<file path="config.mk">
export PLATFORM = sky130hd
export DESIGN_NAME = mem_pair_dispatch
export DESIGN_NICKNAME = d
export VERILOG_FILES = /design/src/rtl/mem_pair_dispatch.sv
export SDC_FILE = /design/constraint.sdc
export NUM_CORES = 1
export LEC_CHECK = 0
export CORE_AREA = 2 2 185 223
export DETAILED_ROUTE_END_ITERATION = 6
export DIE_AREA = 0 0 187 225
export SYNTH_ARGS = -nofsm -noshare
export SYNTH_HDL_FRONTEND = slang
export SYNTH_SLANG_ARGS = --single-unit
</file>
<file path="constraint.sdc">
create_clock -name clk -period 2.7 [get_ports clk]
set_input_delay 0.54 -clock clk [delete_from_list [all_inputs] [get_ports clk]]
set_output_delay 0.54 -clock clk [all_outputs]
set_load 0.005 [all_outputs]
</file>
<file path="src/rtl/mem_pair_dispatch.sv">
`timescale 1ns/1ps
`default_nettype none
// ============================================================================
// Module      : mem_pair_dispatch
// Description : MEM-stage receiver for the dual-slot memory request pair held
//               in the EX->MEM register. Sends up to two requests (slot 0
//               first) one at a time on the single data-bus port. Holds the
//               pipeline with stall_req while requests are in flight. Keeps
//               the load data for both slots until the pipeline advances.
// Optional    : `define MEM_PAIR_FWD_EN enables store->load forwarding inside
//               a pair. It applies when slot 0 is a full-word store, slot 1 is
//               a load, and both hit the same word. Slot 1 then takes slot 0's
//               store data and makes no bus request.
// Ports       : clk, rst (async, active-low)
//               flash, pipe_adv              pipeline control
//               req_valid/we/addr/wdata/be   per-slot request pair (slot 1 in
//                                            the upper half of each bus)
//               stall_req                    hold the EX->MEM register
//               dbus_req/we/addr/wdata/be    outgoing bus request
//               dbus_gnt/rvalid/rdata        bus accept / in-order response
//               res_valid, res_rdata         completed pair results
// Revision    : 1.0 - initial release
// ============================================================================
module mem_pair_dispatch #(
    parameter  int ADDR_W = 32,
    parameter  int DATA_W = 32,
    localparam int BE_W   = DATA_W / 8
) (
    input  logic                  clk,
    input  logic                  rst,
    input  logic                  flash,
    input  logic                  pipe_adv,
    input  logic [1:0]            req_valid,
    input  logic [1:0]            req_we,
    input  logic [2*ADDR_W-1:0]   req_addr,
    input  logic [2*DATA_W-1:0]   req_wdata,
    input  logic [2*BE_W-1:0]     req_be,
    output logic                  stall_req,
    output logic                  dbus_req,
    output logic                  dbus_we,
    output logic [ADDR_W-1:0]     dbus_addr,
    output logic [DATA_W-1:0]     dbus_wdata,
    output logic [BE_W-1:0]       dbus_be,
    input  logic                  dbus_gnt,
    input  logic                  dbus_rvalid,
    input  logic [DATA_W-1:0]     dbus_rdata,
    output logic                  res_valid,
    output logic [2*DATA_W-1:0]   res_rdata
);

    typedef enum logic [2:0] {
        ST_IDLE  = 3'd0,
        ST_REQ   = 3'd1,
        ST_WAIT  = 3'd2,
        ST_DONE  = 3'd3,
        ST_DRAIN = 3'd4
    } state_t;

    state_t                 r_state;
    logic                   r_slot;
    logic                   r_valid1;
    logic [1:0]             r_we;
    logic [ADDR_W-3:0]      r_addr0;
    logic [ADDR_W-3:0]      r_addr1;
    logic [2*DATA_W-1:0]    r_wdata;
    logic [2*BE_W-1:0]      r_be;
    logic                   r_fwd;
    logic                   r_res_valid;
    logic [2*DATA_W-1:0]    r_res_rdata;

    logic                   w_fwd;
    logic                   w_cur_we;
    logic [ADDR_W-3:0]      w_cur_addr;
    logic [DATA_W-1:0]      w_cur_wdata;
    logic [BE_W-1:0]        w_cur_be;
    logic                   w_unused;

    // The bus is word addressed, so the byte offsets are not needed here.
    assign w_unused = ^{req_addr[ADDR_W+1:ADDR_W], req_addr[1:0]};

`ifdef MEM_PAIR_FWD_EN
    assign w_fwd = (req_valid == 2'b11) && (req_we == 2'b01) &&
                   (req_be[BE_W-1:0] == {BE_W{1'b1}}) &&
                   (req_addr[ADDR_W-1:2] == req_addr[2*ADDR_W-1:ADDR_W+2]);
`else
    assign w_fwd = 1'b0;
`endif

    assign w_cur_we    = r_slot ? r_we[1] : r_we[0];
    assign w_cur_addr  = r_slot ? r_addr1 : r_addr0;
    assign w_cur_wdata = r_slot ? r_wdata[2*DATA_W-1:DATA_W] : r_wdata[DATA_W-1:0];
    assign w_cur_be    = r_slot ? r_be[2*BE_W-1:BE_W] : r_be[BE_W-1:0];

    // Bus fields are gated by REQ so the port is quiet when no request is up.
    assign dbus_req   = (r_state == ST_REQ);
    assign dbus_we    = dbus_req & w_cur_we;
    assign dbus_addr  = dbus_req ? {w_cur_addr, 2'b00} : '0;
    assign dbus_wdata = dbus_req ? w_cur_wdata : '0;
    assign dbus_be    = dbus_req ? w_cur_be : '0;

    // Stall in the same cycle a pair shows up in IDLE, so the EX->MEM
    // register never overwrites a pair before it is latched.
    assign stall_req = ((r_state == ST_IDLE) && (|req_valid) && !flash) ||
                       (r_state == ST_REQ) || (r_state == ST_WAIT) ||
                       (r_state == ST_DRAIN);

    assign res_valid = r_res_valid;
    assign res_rdata = r_res_rdata;

    always_ff @(posedge clk or negedge rst) begin
        if (!rst) begin
            r_state     <= ST_IDLE;
            r_slot      <= 1'b0;
            r_valid1    <= 1'b0;
            r_we        <= '0;
            r_addr0     <= '0;
            r_addr1     <= '0;
            r_wdata     <= '0;
            r_be        <= '0;
            r_fwd       <= 1'b0;
            r_res_valid <= 1'b0;
            r_res_rdata <= '0;
        end else begin
            case (r_state)
                ST_IDLE: begin
                    if (flash) begin
                        r_res_rdata <= '0;
                    end else if (|req_valid) begin
                        r_slot      <= ~req_valid[0];
                        r_valid1    <= req_valid[1];
                        r_we        <= req_we;
                        r_addr0     <= req_addr[ADDR_W-1:2];
                        r_addr1     <= req_addr[2*ADDR_W-1:ADDR_W+2];
                        r_wdata     <= req_wdata;
                        r_be        <= req_be;
                        r_fwd       <= w_fwd;
                        r_res_rdata <= '0;
                        r_state     <= ST_REQ;
                    end
                end
                ST_REQ: begin
                    if (flash) begin
                        r_res_rdata <= '0;
                        // A request that is already accepted still has a response coming.
                        r_state     <= dbus_gnt ? ST_DRAIN : ST_IDLE;
                    end else if (dbus_gnt) begin
                        r_state <= ST_WAIT;
                    end
                end
                ST_WAIT: begin
                    if (flash) begin
                        r_res_rdata <= '0;
                        // A response arriving with the flush settles the bus now.
                        r_state     <= dbus_rvalid ? ST_IDLE : ST_DRAIN;
                    end else if (dbus_rvalid) begin
                        if (!w_cur_we) begin
                            if (r_slot) r_res_rdata[2*DATA_W-1:DATA_W] <= dbus_rdata;
                            else        r_res_rdata[DATA_W-1:0]        <= dbus_rdata;
                        end
                        if (!r_slot && r_valid1 && !r_fwd) begin
                            r_slot  <= 1'b1;
                            r_state <= ST_REQ;
                        end else begin
                            if (!r_slot && r_valid1) begin
                                r_res_rdata[2*DATA_W-1:DATA_W] <= r_wdata[DATA_W-1:0];
                            end
                            r_res_valid <= 1'b1;
                            r_state     <= ST_DONE;
                        end
                    end
                end
                ST_DONE: begin
                    // Flush wins over advance; both leave the results cleared or retired.
                    if (flash) begin
                        r_res_valid <= 1'b0;
                        r_res_rdata <= '0;
                        r_state     <= ST_IDLE;
                    end else if (pipe_adv) begin
                        r_res_valid <= 1'b0;
                        r_state     <= ST_IDLE;
                    end
                end
                ST_DRAIN: begin
                    if (dbus_rvalid) r_state <= ST_IDLE;
                end
                default: r_state <= ST_IDLE;
            endcase
        end
    end

endmodule
`default_nettype wire
</file>
### After elaboration in Yosys (flattened, before gate mapping)

Index checks and enable logic that the tools add are counted.

| operators by class | value |
|---|---|
| $add $sub $neg | 0 |
| multiply operators | 0 |
| divide/modulo/power cells | 0 |
| order comparisons | 0 |
| equality and inequality tests | 20 |
| shift operators | 0 |
| muxes and demuxes | 41 |
| bitwise gates (word level) | 3 |
| reductions and logical operators | 20 |

Operators by type and width:

| kind | number |
|---|---|
| $mux 64 | 6 |
| $pmux 64 s3 | 1 |
| $mux 32 | 5 |
| $mux 3 | 11 |
| $mux 30 | 1 |
| $reduce_and 6->1 | 4 |
| $pmux 3 s5 | 1 |
| $ne 3x3->1 const B | 4 |
| $mux 1 | 11 |
| $ne 2x2->1 const B | 5 |
| $mux 4 | 2 |
| $ne 4x4->1 const B | 2 |
| $eq 3x2->1 const B | 2 |
| $ne 2x1->1 const B | 3 |
| $ne 3x2->1 const B | 2 |
| $reduce_and 5->1 | 1 |
| $pmux 1 s2 | 2 |
| $reduce_bool 2->1 | 2 |
| $reduce_or 2->1 | 2 |
| $eq 3x1->1 const B | 1 |
| $eq 3x3->1 const B | 1 |
| $logic_and 1x1->1 | 3 |
| $logic_not 3->1 | 1 |
| $logic_or 1x1->1 | 3 |
| other kinds (6) | 8 |

| word-level totals | value |
|---|---|
| register bits | 204 |
| bits in latches | 0 |
| memory bits (writable) | 0 |
| memory bits (read-only) | 0 |
| output and inout port bits | 136 |
| logic and storage cells | 95 |
| memories kept | 0 |

### Logic depth before layout (Yosys ltp)

| depth | value |
|---|---|
| depth in word-level cells | 6 |
| depth in mapped cells | 7 |
| depth with buffers taken out | 4 |

### Least setup slack after synthesis

OpenSTA, ideal clock, no wires.

| path | value |
|---|---|
| path kind | input port to output port |
| start | input flash |
| end | output stall_req |
| data arrival time | 1.662 ns |
| data required time | 2.160 ns |
| path slack | 0.498 ns |
| stages | 6 |
| path buffers | 3 |
| path through | or2_1 > clkbuf_1 > or4_4 > buf_6 > buf_6 > nand2_1 |

| on the way | value |
|---|---|
| longest elaborated chain between the ends | 5 |

Ends and longest elaborated chain:

| item | RTL line | RTL |
|---|---|---|
| start, declared | 31 | `input logic flash,` |
| $logic_not 1->1 | 103 | `assign stall_req = ((r_state == ST_IDLE) && (\|req_valid) && !flash) \|\|` |
| $logic_and 1x1->1 | 103 |  |
| $logic_or 1x1->1 | 103 |  |
| $logic_or 1x1->1 (2 in series) | 104 | `(r_state == ST_REQ) \|\| (r_state == ST_WAIT) \|\|` |
| end, declared | 38 | `output logic stall_req,` |

Every way passes these cells.

### Final worst setup path

| path | value |
|---|---|
| start | register r_state[1] |
| end | output dbus_wdata[8] |

| on the way | value |
|---|---|
| longest elaborated chain between the ends | 2 |

Ends and longest elaborated chain:

| item | RTL line | RTL |
|---|---|---|
| start, declared | 59 | `state_t r_state;` |
| start signal, assigned | 145 | `r_state <= dbus_gnt ? ST_DRAIN : ST_IDLE;` |
| start signal, assigned | 154 | `r_state <= dbus_rvalid ? ST_IDLE : ST_DRAIN;` |
| $eq 3x1->1 | 95 | `assign dbus_req = (r_state == ST_REQ);` |
| $mux 32 | 98 | `assign dbus_wdata = dbus_req ? w_cur_wdata : '0;` |
| end, declared | 42 | `output logic [DATA_W-1:0] dbus_wdata,` |

Every way passes these cells.

==> flow_metrics.env <==
export IMPL_status="finished clean"
export IMPL_power_density_nw_per_um2=1010
export IMPL_synthesis_area_um2=9480
export IMPL_swShare_pct=30.6
export IMPL_rr_endpoint="r_wdata[22]"
export IMPL_numCtsBuffers=24
export IMPL_fin_setup_tns_ns=0
export IMPL_grt_usage_pct=11.9
export IMPL_reg2reg_from="r_state[2]"
export IMPL_fin_crit_sh_pct=96.9
export IMPL_switchingPower_mw=4.36
export IMPL_hold_viol_final=0
export IMPL_drtIter0Drc=184
export IMPL_cts_buffer_depth=3
export IMPL_synth_ff_type="dfrtp_1"
export IMPL_grt_pass1_wl_um=39600
export IMPL_drt_wl_total_um=26100
export IMPL_avgSynthCellArea_um2=14.2
export IMPL_initial_core_util_pct=23.9
export IMPL_vias_per_cell=4.09
export IMPL_whs_ns=0.397
export IMPL_cts_tree="built"
export IMPL_max_cap_violations=0
export IMPL_slew_headroom_pct=64.8
export IMPL_drt_pass1_iter_count=4
export IMPL_tightest_slew_ns=0.528
export IMPL_final_layout_size_suffix_gt1_share_pct=19.8
export IMPL_yosysWarnings=0
export IMPL_die_area_um2=42100
export IMPL_synthArstFlopShare_pct=100
export IMPL_die_w_um=187
export IMPL_clkTransAtPathRegs_ns=0.06
export IMPL_postLayoutCellArea_um2=14200
export IMPL_intPower_mw=9.91
export IMPL_yosys_register_bits=204
export IMPL_area_growth_pct=49.7
export IMPL_wl_per_cell_um=17.0
export IMPL_cts_sinks=204
export IMPL_grt_max_degree=91
export IMPL_worst_r2r_cell_count=6
export IMPL_root_buffer="clkbuf_16"
export IMPL_io_pins=314
export IMPL_cp_arrival_ns=2.08
export IMPL_r2r_slack_ns=0.42
export IMPL_ys_seq_area_share_pct=53.8
export IMPL_htree_levels=1
export IMPL_clock_power_share_pct=23.9
export IMPL_crit_end="dbus_wdata[8]"
export IMPL_gp_congestion=0.731
export IMPL_rows=80
export IMPL_total_power_mw=14.3
export IMPL_finalSetupViolCount=0
export IMPL_ant_nets=0
export IMPL_post_route_drc_count=0
export IMPL_startpoint_type="register"
export IMPL_grt_setup_unrepaired="true"
export IMPL_layout_min_cycle_time_ns=2.62
export IMPL_coreArea_um2=39700
export IMPL_final_nets=1167
export IMPL_p_comb_share_pct=42.2
export IMPL_postPlaceCellArea_um2=13300
export IMPL_synth_enable_flop_cells=0
export IMPL_syn_instance_count=666
export IMPL_clk_latency_ns=0.52
export IMPL_synth_cell_types=38
export IMPL_ir_worst_vdd_mv=0.458
export IMPL_worstPathRequired_ns=2.16
export IMPL_p_seq_share_pct=33.9
export IMPL_crit_path_max_fanout=12
export IMPL_antenna_found_initial=3
export IMPL_fin_util_pct=35.7
export IMPL_timing_clock_skew_ns=0.00952
export IMPL_path_class="register to output port"
export IMPL_p_leak_nw=6.99
export IMPL_max_freq_ghz=0.382
export IMPL_crit_path_end_kind="output port"
export IMPL_num_vias=6300
export IMPL_place_hpwl_um=17700
export IMPL_die_height_um=225
export IMPL_grt_overflow=0
export IMPL_grt_pass1_vias=6838
export IMPL_cp_startpoint="r_state[1]"
export IMPL_io_buffers=307
export IMPL_hold_path_class="input port to asynchronous set/reset pin"
export IMPL_slew_violations=0
-- repair_timing --
action / in CTS / in global routing
gates resized for setup: 64 / 55
cloned: 0 / 2
setup endpoints to repair: 69 / 15
hold buffers: 1 / 0
pin swaps: 0 / 1
setup buffers: 0 / 9
endpoints found under the hold margin: 4 / 0
-- worst max-delay path, stage by stage, from the launching register on --
cell,delay [ns]
dfrtp_1,0.38
or3b_4,0.45
buf_12,0.17
buf_4,0.17
nor2_1,0.10
dlygate4sd2_1,0.28
-- power by group through the flow --
| stage | logic (mW) | clock network (mW) | registers, mW |
|---|---|---|---|
| global route | 6.51 | 3.68 | 4.98 |
| global placement | 6.09 | 0 | 4.84 |
| finish | 6.02 | 3.41 | 4.84 |
| detailed placement | 6.14 | 0 | 4.87 |
| floorplan | 3.75 | 0 | 4.68 |
| CTS | 5.90 | 3.54 | 4.84 |
-- cell families after synthesis --
family | count (synthesis) | synth area share, %
other | 1 | 0.0396
AND/OR/NAND/NOR | 127 | 6.57
AO/OA/AOI/OAI | 19 | 1.49
multiplexers | 265 | 34.6
XOR/XNOR | 1 | 0.0924
flip-flops | 204 | 53.8
buffers and inverters | 49 | 3.39
-- how the worst min path moves through the flow --
stage | startpoint | to | slack [ns] | cells after the start
after floorplan | rst | r_addr0[0] | 0.24 | 0
after global placement | rst | r_wdata[2] | 0.38 | 1
after detailed placement | rst | r_wdata[2] | 0.37 | 1
after CTS | rst | r_wdata[2] | 0.35 | 2
after global routing | rst | r_wdata[6] | 0.37 | 2
final | rst | r_wdata[2] | 0.40 | 2
-- registers in the layout, summed over array words and instances (netlist names) --
| signal | cells |
|---|---|
| r_addr0 | 30 |
| r_addr1 | 30 |
| r_be | 8 |
| r_slot | 1 |
| r_state | 3 |
| r_valid1 | 1 |
| r_wdata | 64 |
| r_we | 2 |
| res_rdata | 64 |
| res_valid | 1 |
-- synthesized netlist by cell type (2+ instances only) --
cell | count | area (µm²)
buf_2 | 2 | 10.0
nor2b_1 | 5 | 31.3
buf_4 | 8 | 60.1
and2_1 | 32 | 200
mux2_1 | 99 | 1110
nand2b_1 | 2 | 12.5
buf_6 | 14 | 158
o21ai_0 | 6 | 30.0
a21oi_1 | 2 | 10.0
nor3_1 | 3 | 15.0
mux2i_1 | 66 | 661
or3b_1 | 3 | 26.3
buf_1 | 3 | 11.3
clkbuf_1 | 20 | 75.1
nor2_1 | 72 | 270
nand2_1 | 4 | 15.0
mux2_4 | 100 | 1500
dfrtp_1 | 204 | 5100
nand3b_1 | 2 | 15.0
-- layout make-up --
type | count | area [µm²]
fillers | 3914 | 25500
flip-flops and latches | 204 | 5110
multi-input cells | 414 | 4100
repair buffers | 343 | 3490
clock buffers | 34 | 679
well taps | 533 | 667
clock inverters | 6 | 136
inverters | 2 | 7.51
diodes | 3 | 7.51
-- placed cells by master (no fill, tap or decap), types with 3 or more instances in the layout --
master,netlist,routed
mux2_4,100,100
buf_12,0,13
dlygate4sd2_1,0,32
clkdlybuf4s50_1,0,237
nand2_1,4,4
buf_4,8,19
dlymetal6s2s_1,0,14
diode_2,0,3
clkbuf_8,0,3
o21ai_0,6,6
mux2_1,99,99
clkbuf_1,20,7
clkdlybuf4s15_1,0,11
bufinv_16,0,4
nor2b_1,5,5
nor2_1,72,61
and2_1,32,32
mux2i_1,66,66
nor3_1,3,3
clkbuf_16,0,27
dfrtp_1,204,203
nor2_2,0,11
clkbuf_2,0,12
-- metrics by stage --
stage,instances,setup slack (ns)
2_1_floorplan,667,0.498
3_3_place_gp,1484,-0.0677
3_5_place_dp,1484,-0.0503
4_1_cts,1525,-0.103
5_1_grt,1538,-0.00775
6_report,1539,0.0847
-- routing by layer --
layer / up-vias / routed length [µm] / track usage (%)
li1: 2943 / - / -
met1: 3128 / 10700 / 14.2
met2: 195 / 13200 / 20.9
met3: 32 / 1530 / 2.90
met4: 2 / 664 / 4.40
met5: - / 13 / 0
Note: power is estimated with default switching activity, not from simulation.
==> RTL edit: new RTL, same settings <==
Build with the macro `MEM_PAIR_FWD_EN` defined.
--- a/src/rtl/mem_pair_dispatch.sv
+++ b/src/rtl/mem_pair_dispatch.sv
@@ -21,6 +21,8 @@
 //               res_valid, res_rdata         completed pair results
 // Revision    : 1.0 - initial release
 // ============================================================================
+`define MEM_PAIR_FWD_EN
+
 module mem_pair_dispatch #(
     parameter  int ADDR_W = 32,
     parameter  int DATA_W = 32,
Check against the original RTL: not equivalent (a bounded check fails within 4 cycles, from zero or initial values and one cycle with rst low).
==> RTL edit against the original RTL <==
- the run now ends with setup timing left
- area after synthesis increased by 5.6%
- utilization increased by 1.5 points
- synthesized cell count increased by 72%
- non-clock buffer count increased by 7
- routed wire length increased by 27%
- largest power group unchanged
- via count increased by 38%
- final cell count increased by 29%
- sequential share of layout area decreased by 1.3 points
- worst setup slack got worse by 170 ps
- sequential cell count increased by 1
- final area increased by 4.3%
- total power decreased by 2.4%
- clock skew decreased by 2.4 ps
- die area unchanged
==> RTL edit: results (changes against the original RTL) <==
synth_cell_type_count: 40  # was 38
drt-wirelength-per-cell_um: 16.7  # was 17.0 um
dp.final_hpwl_mm: 23.5  # was 17.7 mm
tightestPinTransition_ps: 944  # was 528 ps
timing.critical_path.to: "dbus_addr[2]"  # was dbus_wdata[8]
slowest_stage: "clkdlybuf4s50_1"  # was or3b_4
post_layout_worst_setup_margin_ps: -80.4  # was 84.7 ps
place_congestion: 0.828  # was 0.731
ir_drop_v: 0.000425  # was 0.000458 V
grt_use_total_pct: 15.3  # was 11.9%
total_grt_overflow: 0  # unchanged
worst-r2r-cell-count: 7  # was 6
failed_checks: "setup timing"
p_leak_nw: 7.59  # was 6.99 nW
route.detailed.vias_per_inst: 4.37  # was 4.09
peak_fanout_along_the_critical_path: 21  # was 12
ys_seq_area_share_pct: 51.2  # was 53.8%
grt_pass1_vias: 8826  # was 6,838
antenna_found_initial: 6  # was 3
cts_hold_buf: 0  # was 1
grt_pass1_wl_mm: 50.5  # was 39.6 mm
clock-skew-final_ps: 7.08  # was 9.52 ps
dpl_worst_slack_ps: -120  # was -50.3 ps
reg2reg_to: "r_addr1[19]"  # was r_wdata[22]
yosys-top-cells-area: "dfrtp_1, nand2_1, mux2i_1, o21ai_0, a22o_1"  # was dfrtp_1, mux2_4, mux2_1, mux2i_1, nor2_1
critPathMaxStageDelay_ps: 510  # was 450 ps
setup.reg_to_reg.worst_slack_ps: 560  # was 420 ps
outcome: "complete, but fails checks"  # was complete, no violations
fin_nets: 1619  # was 1,167
post_route_cells_drive_above_1_share_pct: 8.44  # was 19.8%
tns_ps: -319  # was 0 ps
drtIter0Drc: 435  # was 184
synth.cells.most_frequent: "nand2_1, dfrtp_1, mux2i_1"  # was dfrtp_1, mux2_4, mux2_1
fill_cells: 4058  # was 3,914
maximum_number_of_pins_on_one_net_before_global_route_repair: 97  # was 91
setup_violators_final: 7  # was 0
-- RTL edit: cell type report --
type	count	area, um^2	share of cell area (%)
Timing Repair Buffer	350	3650	24.7
Clock inverter	5	100	0.676
Antenna cell	3	7.51	0.0507
Sequential cell	205	5130	34.7
Clock buffer	37	731	4.94
Inverter	3	11.3	0.0761
Tap cell	533	667	4.51
Multi-Input combinational cell	857	4500	30.4
-- RTL edit: how the worst min path moves through the flow --
| stage | start | endpoint | slack, ps |
|---|---|---|---|
| after floorplan | rst | r_addr0[0] | 240 |
| after global placement | r_wdata[40] | r_wdata[40] | 460 |
| after detailed placement | r_wdata[62] | r_wdata[62] | 460 |
| after CTS | rst | r_addr1[5] | 70 |
| after global routing | rst | r_wdata[61] | 120 |
| final | rst | r_wdata[57] | 70 |
-- RTL edit: metal layers --
layer / part of all wire, % / GRT usage (%) / wire length, um
met3: 5.9 / 3.74 / 1960
met4: 2.6 / 5.04 / 881
met1: 43 / 18.5 / 14100
met5: 0.11 / 0 / 37
met2: 49 / 26.6 / 16200
-- RTL edit: what timing repair did --
| item | in CTS | in global routing |
|---|---|---|
| hold endpoints to repair | 0 | 0 |
| pin swaps | 0 | 1 |
| buffers inserted | 3 | 1 |
| setup endpoints to repair | 69 | 45 |
| resized for setup | 30 | 86 |
| gates cloned | 0 | 1 |
-- RTL edit: worst max-delay path: cells and delay by family, from the launching register on --
kind	cells	cell delay [ps]
buffers and inverters	2	710
DFF	1	380
and+or+nand+nor	2	610
-- RTL edit: through the flow --
stage	instances	hold slack [ps]	total power, mW	cell area (um^2)
final	1993	71.5	13.9	14800
after global routing	1992	119	14.9	14800
after CTS	1988	71.6	14.0	14600
after detailed placement	1943	462	10.5	13800
after global placement	1943	457	10.4	13800
after floorplan	1144	244	8.09	10000
-- RTL edit: logic make-up after synthesis --
family | share of synthesized area (%)
AO/OA/AOI/OAI | 7.15
XOR/XNOR | 2.71
buffers and inverters | 4.93
flip-flops | 51.2
multiplexers | 9.99
other | 0.0374
AND/OR/NAND/NOR | 24.0
-- RTL edit: power breakdown --
part           total (mW)  switching (mW)  internal [mW]
sequential           4.86           0.712           4.15
clock                3.45            1.31           2.13
combinational        5.62            3.02           2.60
total                13.9            5.04           8.88
